File: src/rtl/lsu_riscv.sv
// Load/store unit: issues one aligned memory access at a time, stalls the core until the
// bus responds, and returns extended load data. Misaligned accesses and bus time-outs are flagged.
module lsu_riscv #(
  parameter int unsigned MAX_WAIT = 255
) (
  input  logic        clk_i,
  input  logic        rst_n_i,
  input  logic        lsu_req_i,
  input  logic        lsu_we_i,
  input  logic [2:0]  lsu_size_i,
  input  logic [31:0] lsu_addr_i,
  input  logic [31:0] lsu_data_i,
  output logic        lsu_stall_req_o,
  output logic [31:0] lsu_data_o,
  output logic        lsu_misaligned_o,
  output logic        lsu_bus_err_o,
  output logic        data_req_o,
  output logic        data_we_o,
  output logic [3:0]  data_be_o,
  output logic [31:0] data_addr_o,
  output logic [31:0] data_wdata_o,
  input  logic [31:0] data_rdata_i,
  input  logic        data_rvalid_i
);

  localparam logic [2:0] LDST_B  = 3'd0;
  localparam logic [2:0] LDST_H  = 3'd1;
  localparam logic [2:0] LDST_W  = 3'd2;
  localparam logic [2:0] LDST_BU = 3'd4;
  localparam logic [2:0] LDST_HU = 3'd5;
  localparam logic [7:0] LAST    = 8'(MAX_WAIT - 1);

  typedef enum logic [1:0] {IDLE, BUSY, DONE} state_t;

  state_t      state;
  logic [7:0]  cnt;
  logic [2:0]  size_q;
  logic [1:0]  off_q;
  logic        bad;
  logic [3:0]  be;
  logic [31:0] wdata;

  // Alignment check, lane enables and replicated store data for the incoming request.
  always_comb begin
    bad   = 1'b0;
    be    = 4'b0000;
    wdata = lsu_data_i;
    case (lsu_size_i)
      LDST_B, LDST_BU: begin
        be    = 4'b0001 << lsu_addr_i[1:0];
        wdata = {4{lsu_data_i[7:0]}};
      end
      LDST_H, LDST_HU: begin
        bad   = lsu_addr_i[0];
        be    = 4'b0011 << lsu_addr_i[1:0];
        wdata = {2{lsu_data_i[15:0]}};
      end
      LDST_W: begin
        bad = |lsu_addr_i[1:0];
        be  = 4'b1111;
      end
      default: bad = 1'b1;
    endcase
  end

  function automatic logic [31:0] extract(input logic [2:0] sz, input logic [1:0] off,
                                          input logic [31:0] rd);
    logic [7:0]  b;
    logic [15:0] h;
    logic [31:0] r;
    b = 8'(rd >> {off, 3'b000});
    h = off[1] ? rd[31:16] : rd[15:0];
    case (sz)
      LDST_B:  r = {{24{b[7]}}, b};
      LDST_BU: r = {24'd0, b};
      LDST_H:  r = {{16{h[15]}}, h};
      LDST_HU: r = {16'd0, h};
      default: r = rd;
    endcase
    return r;
  endfunction

  assign lsu_stall_req_o = lsu_req_i & (state != DONE);

  always_ff @(posedge clk_i) begin
    if (!rst_n_i) begin
      state            <= IDLE;
      cnt              <= 8'd0;
      size_q           <= 3'd0;
      off_q            <= 2'd0;
      lsu_data_o       <= 32'd0;
      lsu_misaligned_o <= 1'b0;
      lsu_bus_err_o    <= 1'b0;
      data_req_o       <= 1'b0;
      data_we_o        <= 1'b0;
      data_be_o        <= 4'd0;
      data_addr_o      <= 32'd0;
      data_wdata_o     <= 32'd0;
    end else begin
      lsu_misaligned_o <= 1'b0;
      lsu_bus_err_o    <= 1'b0;
      unique case (state)
        IDLE: begin
          if (lsu_req_i) begin
            if (bad) begin
              lsu_misaligned_o <= 1'b1;
              state            <= DONE;
            end else begin
              size_q       <= lsu_size_i;
              off_q        <= lsu_addr_i[1:0];
              data_we_o    <= lsu_we_i;
              data_be_o    <= be;
              data_wdata_o <= wdata;
              data_addr_o  <= {lsu_addr_i[31:2], 2'b00};
              data_req_o   <= 1'b1;
              cnt          <= 8'd0;
              state        <= BUSY;
            end
          end
        end
        BUSY: begin
          // A response in the final wait cycle takes precedence over the time-out.
          if (data_rvalid_i) begin
            if (!data_we_o) lsu_data_o <= extract(size_q, off_q, data_rdata_i);
            data_req_o <= 1'b0;
            state      <= DONE;
          end else if (cnt == LAST) begin
            lsu_bus_err_o <= 1'b1;
            data_req_o    <= 1'b0;
            state         <= DONE;
          end else begin
            cnt <= cnt + 8'd1;
          end
        end
        DONE: state <= IDLE;
      endcase
    end
  end

endmodule

File: config.mk
export PLATFORM = sky130hd
export DESIGN_NAME = lsu_riscv
export DESIGN_NICKNAME = d
export VERILOG_FILES = /design/src/rtl/lsu_riscv.sv
export SDC_FILE = /design/constraint.sdc
export NUM_CORES = 1
export LEC_CHECK = 0
export BUFFER_PORTS_ARGS = -buffer_cell sky130_fd_sc_hd__buf_2
export CAP_MARGIN = 20
export CELL_PAD_IN_SITES_DETAIL_PLACEMENT = 0
export CELL_PAD_IN_SITES_GLOBAL_PLACEMENT = 1
export CORE_MARGIN = 2
export CORE_UTILIZATION = 38
export DETAILED_ROUTE_END_ITERATION = 7
export PLACE_DENSITY = 0.95
export SYNTH_ARGS = -nofsm -noshare
export SYNTH_HDL_FRONTEND = slang
export SYNTH_SLANG_ARGS = --single-unit
File: constraint.sdc
create_clock -name clk_i -period 3.9 [get_ports clk_i]
set_input_delay 0.78 -clock clk_i [delete_from_list [all_inputs] [get_ports clk_i]]
set_output_delay 0.78 -clock clk_i [all_outputs]
set_load 0.02 [all_outputs]
==> After elaboration in Yosys (flattened, before gate mapping) <==
Index checks and enable logic that the tools add are counted.
{ "op_classes": {"n_addsub": 1, "n_eq_ne": 16, "shift": 3, "n_mux": 22, "n_bitwise": 5, "n_reduce_logical": 14} }
{ "op_table": {"columns": ["operator", "n"], "rows": [
  ["$pmux W32 S4", 1],
  ["$pmux W32 S2", 1],
  ["$mux W8", 4],
  ["$shr A32 B5 Y8", 1],
  ["$mux W16", 1],
  ["$pmux W8 S2", 1],
  ["$eq A3 B3 Y1 const B", 4],
  ["$pmux W4 S3", 1],
  ["$ne A2 B2 Y1 const B", 5],
  ["$reduce_and A3 Y1", 3],
  ["$add A8 B1 Y8 const B", 1],
  ["$eq A8 B8 Y1 const B", 1],
  ["$mux W2", 4],
  ["$eq A3 B1 Y1 const B", 2],
  ["$logic_not A3 Y1", 2],
  ["$mux W1", 6],
  ["$pmux W2 S3", 1],
  ["$reduce_or A2 Y1", 3],
  ["$reduce_and A5 Y1", 1],
  ["$not A1 Y1", 4],
  ["$reduce_and A4 Y1", 1],
  ["$shl A1 B2 Y4 const A", 1],
  ["$shl A2 B2 Y4 const A", 1],
  ["$eq A3 B2 Y1 const B", 1],
  ["10 further kinds", 10]
]} }
{ "totals": {"reg_bits": 117, "out_inout_bits": 105} }

==> Longest topological paths before layout <==
{ "logic_depth": {"ltp_word": 6, "ltp_mapped": 7, "ltp_nobuf": 6} }

==> Worst setup path before layout <==
Ideal clock, no wire load.
{ "synth_path": {"path_kind": "input to output", "start": "in lsu_req_i", "end": "out lsu_stall_req_o", "arrival_time_ns": 1.386, "t_required_ns": 3.120, "path_slack_ns": 1.734, "path_stages": 2, "n_path_buf": 1, "cell_sequence": "clkbuf_1 > nor2b_1"} }
{ "synth_via": {"elab_chain_len": 1} }
{ "synth_lines": {"columns": ["element", "line", "rtl"], "rows": [
  ["start, declared", "8", "input logic lsu_req_i,"],
  ["$and A1 B1 Y1", "83", "assign lsu_stall_req_o = lsu_req_i & (state != DONE);"],
  ["end, declared", "13", "output logic lsu_stall_req_o,"]
]} }
No other way between the ends.

==> Final worst setup path <==
{ "layout_path": {"start": "in lsu_size_i[0]", "end": "reg cnt[5]"} }
{ "layout_via": {"elab_chain_len": 5, "word_cells_on_any_way": 10, "classes_between": "5 x eq/ne; 1 x mux; 4 x reduce/logical"} }
{ "layout_lines": {"columns": ["element", "line", "rtl"], "rows": [
  ["start, declared", "10", "input logic [2:0] lsu_size_i,"],
  ["$eq A3 B1 Y1 (tied with other cells)", "48", "case (lsu_size_i)"],
  ["$reduce_or A2 Y1", "48", null],
  ["$pmux W1 S3 (*)", "48", null],
  ["$ne A2 B2 Y1 (no line) (*)", null, null],
  ["$reduce_and A5 Y1 (no line) (*)", null, null],
  ["end signal, assigned", "132", "cnt <= cnt + 8'd1;"],
  ["end, declared", "36", "logic [7:0] cnt;"]
]} }
Every way passes the cells marked *; elsewhere a longest branch is shown, timed or not.
A chain may end at the register's enable or synchronous reset.

==> flow_metrics.py <==
metrics = {
    "status": {
        "status": "finished clean",
    },
    "setup_path": {
        "worstSetupPathType": "in -> reg",
        "cp_cell_sequence": "buf_2 > a21oi_1 > o211a_4 > o22ai_4 > a221o_1",
        "crit_arrival_ns": 2.77,
        "r2r_slack_ns": 1.84,
        "cp-end-kind": "flop",
        "worst-path-buf-inv": 1,
        "cpPeakStageDelay_ns": 0.58,
        "crit_slowest_cell": "a21oi_1",
        "crit_required_ns": 4.19,
        "path_delay_family": "compound AO/OA/AOI/OAI gates",
        "startpoint_type": "input pin",
        "cp_max_fo": 43,
    },
    "final_layout": {
        "diodes": 0,
        "area_growth_pct": 31.42,
        "fillers": 1365,
        "drive_gt1_share_pct": 30.76,
        "finalNetCount": 951,
        "register_area_um2": 2342,
        "multi_input_area_um2": 2860,
    },
    "detailed_routing": {
        "drt_iter0_markers": 375,
        "drt-wirelength-per-cell_um": 15.28,
        "wl_met2_um": 7356,
        "wl_um": 15810,
        "via_per_inst": 5.200,
        "wl_met3_um": 1471,
        "vias": 5382,
        "highest_layer": "met4",
        "ant_nets": 0,
        "drcViolationCount": 0,
        "wl_met1_um": 6777,
        "first_pass_iters": 5,
    },
    "floorplan": {
        "floorplan.initialDensity_pct": 39.09,
        "placementRows": 43,
        "dieArea_um2": 15360,
        "core_um2": 13990,
        "ioPinCount": 209,
        "die_x_um": 124.0,
        "dieHeight_um": 124.0,
    },
    "timing": {
        "relSlewSlack_pct": 38.21,
        "setup-tns-final_ns": 0,
        "fmax_ghz": 0.4041,
        "min_period_ns": 2.475,
        "rsz0062_at_grt": "no",
        "fin_crit_sh_pct": 63.46,
        "worst_pin_slew_ns": 0.9249,
        "report.final.slew_viol_count": 0,
        "finalSetupViolations": 0,
        "finClkSkew_ns": 0.008697,
        "finalHoldViolCount": 0,
    },
    "placed_design": {
        "io_buffers": 206,
        "dp_hpwl_um": 10990,
        "gp_congestion": 0.7986,
    },
    "logic_synthesis": {
        "syn_area_um2": 5468,
        "synth_ff_type": "dfxtp_1",
        "yosysWarnings": 0,
        "yosysTopAreaCellShare_pct": 42.84,
        "synth_common_cells": "nand2_1, dfxtp_1, a21boi_0",
        "yosysMostFrequentCell": "nand2_1",
        "synth-edff-count": 0,
        "ys_async_sr_fraction_pct": 0,
        "synth_cells": 659,
        "synth_area_leaders": "dfxtp_1, nand2_1, a21boi_0",
        "synth-seq-area-share_pct": 42.84,
        "synth_area_per_cell_um2": 8.297,
        "synth_top_area_cell": "dfxtp_1",
        "yosysUniqueCellTypes": 47,
        "synth_seq_cells": 117,
    },
    "clock_tree": {
        "clk_pin_slew_ns": 0.05,
        "cts_hold_buf": 0,
        "h-tree-depth": 4,
        "ctsResizeCount": 0,
        "numCtsBuffers": 17,
        "cts.sinks": 117,
        "cts_tree": "yes",
        "clockBufferDepth": 2,
        "clkLatencyLatePin_ns": 0.41,
        "cts-root-buf": "clkbuf_16",
        "cts_setup_buffers": 0,
    },
    "grt": {
        "grt_max_degree": 59,
        "grt_pass1_vias": 4811,
        "grt_pass1_wl_um": 24200,
        "grt_usage_pct": 20.29,
        "grt.overflow.total": 0,
        "antenna_found_initial": 2,
    },
    "power": {
        "leakagePower_nw": 3.330,
        "p_total_w": 0.003541,
        "power_density_nw_per_um2": 492.8,
        "vdd_ir_drop_max_v": 0.0002951,
    },
    "hold_path": {
        "worstHoldPathType": "reg -> reg",
    },
    "run": {
        "max_cap_viol_count": 0,
    },
}
[logic make-up after synthesis]
family	count (synthesis)	synth area share [%]
compound gates	181	24.35
fa+ha+maj	5	1.144
buf+inv	66	5.263
flops	117	42.84
mux	30	5.927
other cells	1	0.06858
simple gates	259	20.41
[stage by stage]
stage | area, um2 | cells | setup WS, ns | utilization, % | hold WS (ns)
6_report | 7186 | 1035 | 1.425 | 51.37 | 0.4576
5_1_grt | 7186 | 1035 | 1.285 | 51.37 | 0.4817
4_1_cts | 7186 | 1035 | 1.440 | 51.37 | 0.4627
3_5_place_dp | 6588 | 1003 | 1.005 | 47.09 | 0.4550
3_3_place_gp | 6588 | 1003 | 1.065 | 47.09 | 0.4472
2_1_floorplan | 5472 | 660 | 1.734 | - | 0.4548
[area by class of cell]
type	instances	share of cell area, %
clock buffer	24	6.982
clock inverter	8	1.341
timing repair buffer	214	15.36
tap	180	3.134
inverter	15	0.7836
multi-input combinational	477	39.80
sequential	117	32.60
[per-layer routing]
layer  vias up  track usage, %
met2       220           33.14
met5         -               0
li1       2652               -
met3        18           7.143
met1      2492           24.72
met4         0           7.374
[layout by cell type (no fill, tap or decap), drive strengths merged, types with 6 or more instances in the layout]
master  count
a21boi     54
a21oi      21
a221oi      8
a32o        6
buf       214
clkbuf     24
dfxtp     117
inv        15
mux2        9
mux2i      20
nand2     192
nand3      11
nand3b      8
nor2       19
nor3        7
o2111a      8
o211a      18
o21ai      45
[flip-flops by register name, indices dropped and copies added, names as in the netlist]
signal / flops
cnt: 8
data_addr_o: 30
data_be_o: 4
data_req_o: 1
data_wdata_o: 32
data_we_o: 1
lsu_bus_err_o: 1
lsu_data_o: 32
lsu_misaligned_o: 1
off_q: 2
size_q: 3
state: 2
[worst register-to-register path, cell delays in order, from the launching register on]
cell and delay, ns:
dfxtp_1 0.48, nor2b_1 0.80, nor2_1 0.08, o21a_1 0.27, a221oi_1 0.33
[report_power, final]
part	switching, W	leakage (nW)	internal, W
sequential	0.0000504	0.952	0.00129
combinational	0.000401	2.08	0.000235
clock	0.000544	0.296	0.00102
[final timing paths]
path                                      from                            to  depth (start not counted)
setup / recovery                 lsu_size_i[0]           cnt[5]$_SDFFE_PN0P_                          5
hold / removal    data_addr_o[13]$_SDFFE_PN0P_  data_addr_o[13]$_SDFFE_PN0P_                          2
setup reg to reg        size_q[0]$_SDFFE_PN0P_    lsu_data_o[3]$_SDFFE_PN0P_                          4
hold reg to reg   data_addr_o[13]$_SDFFE_PN0P_  data_addr_o[13]$_SDFFE_PN0P_                          2
Power figures use the tool's default switching activity.
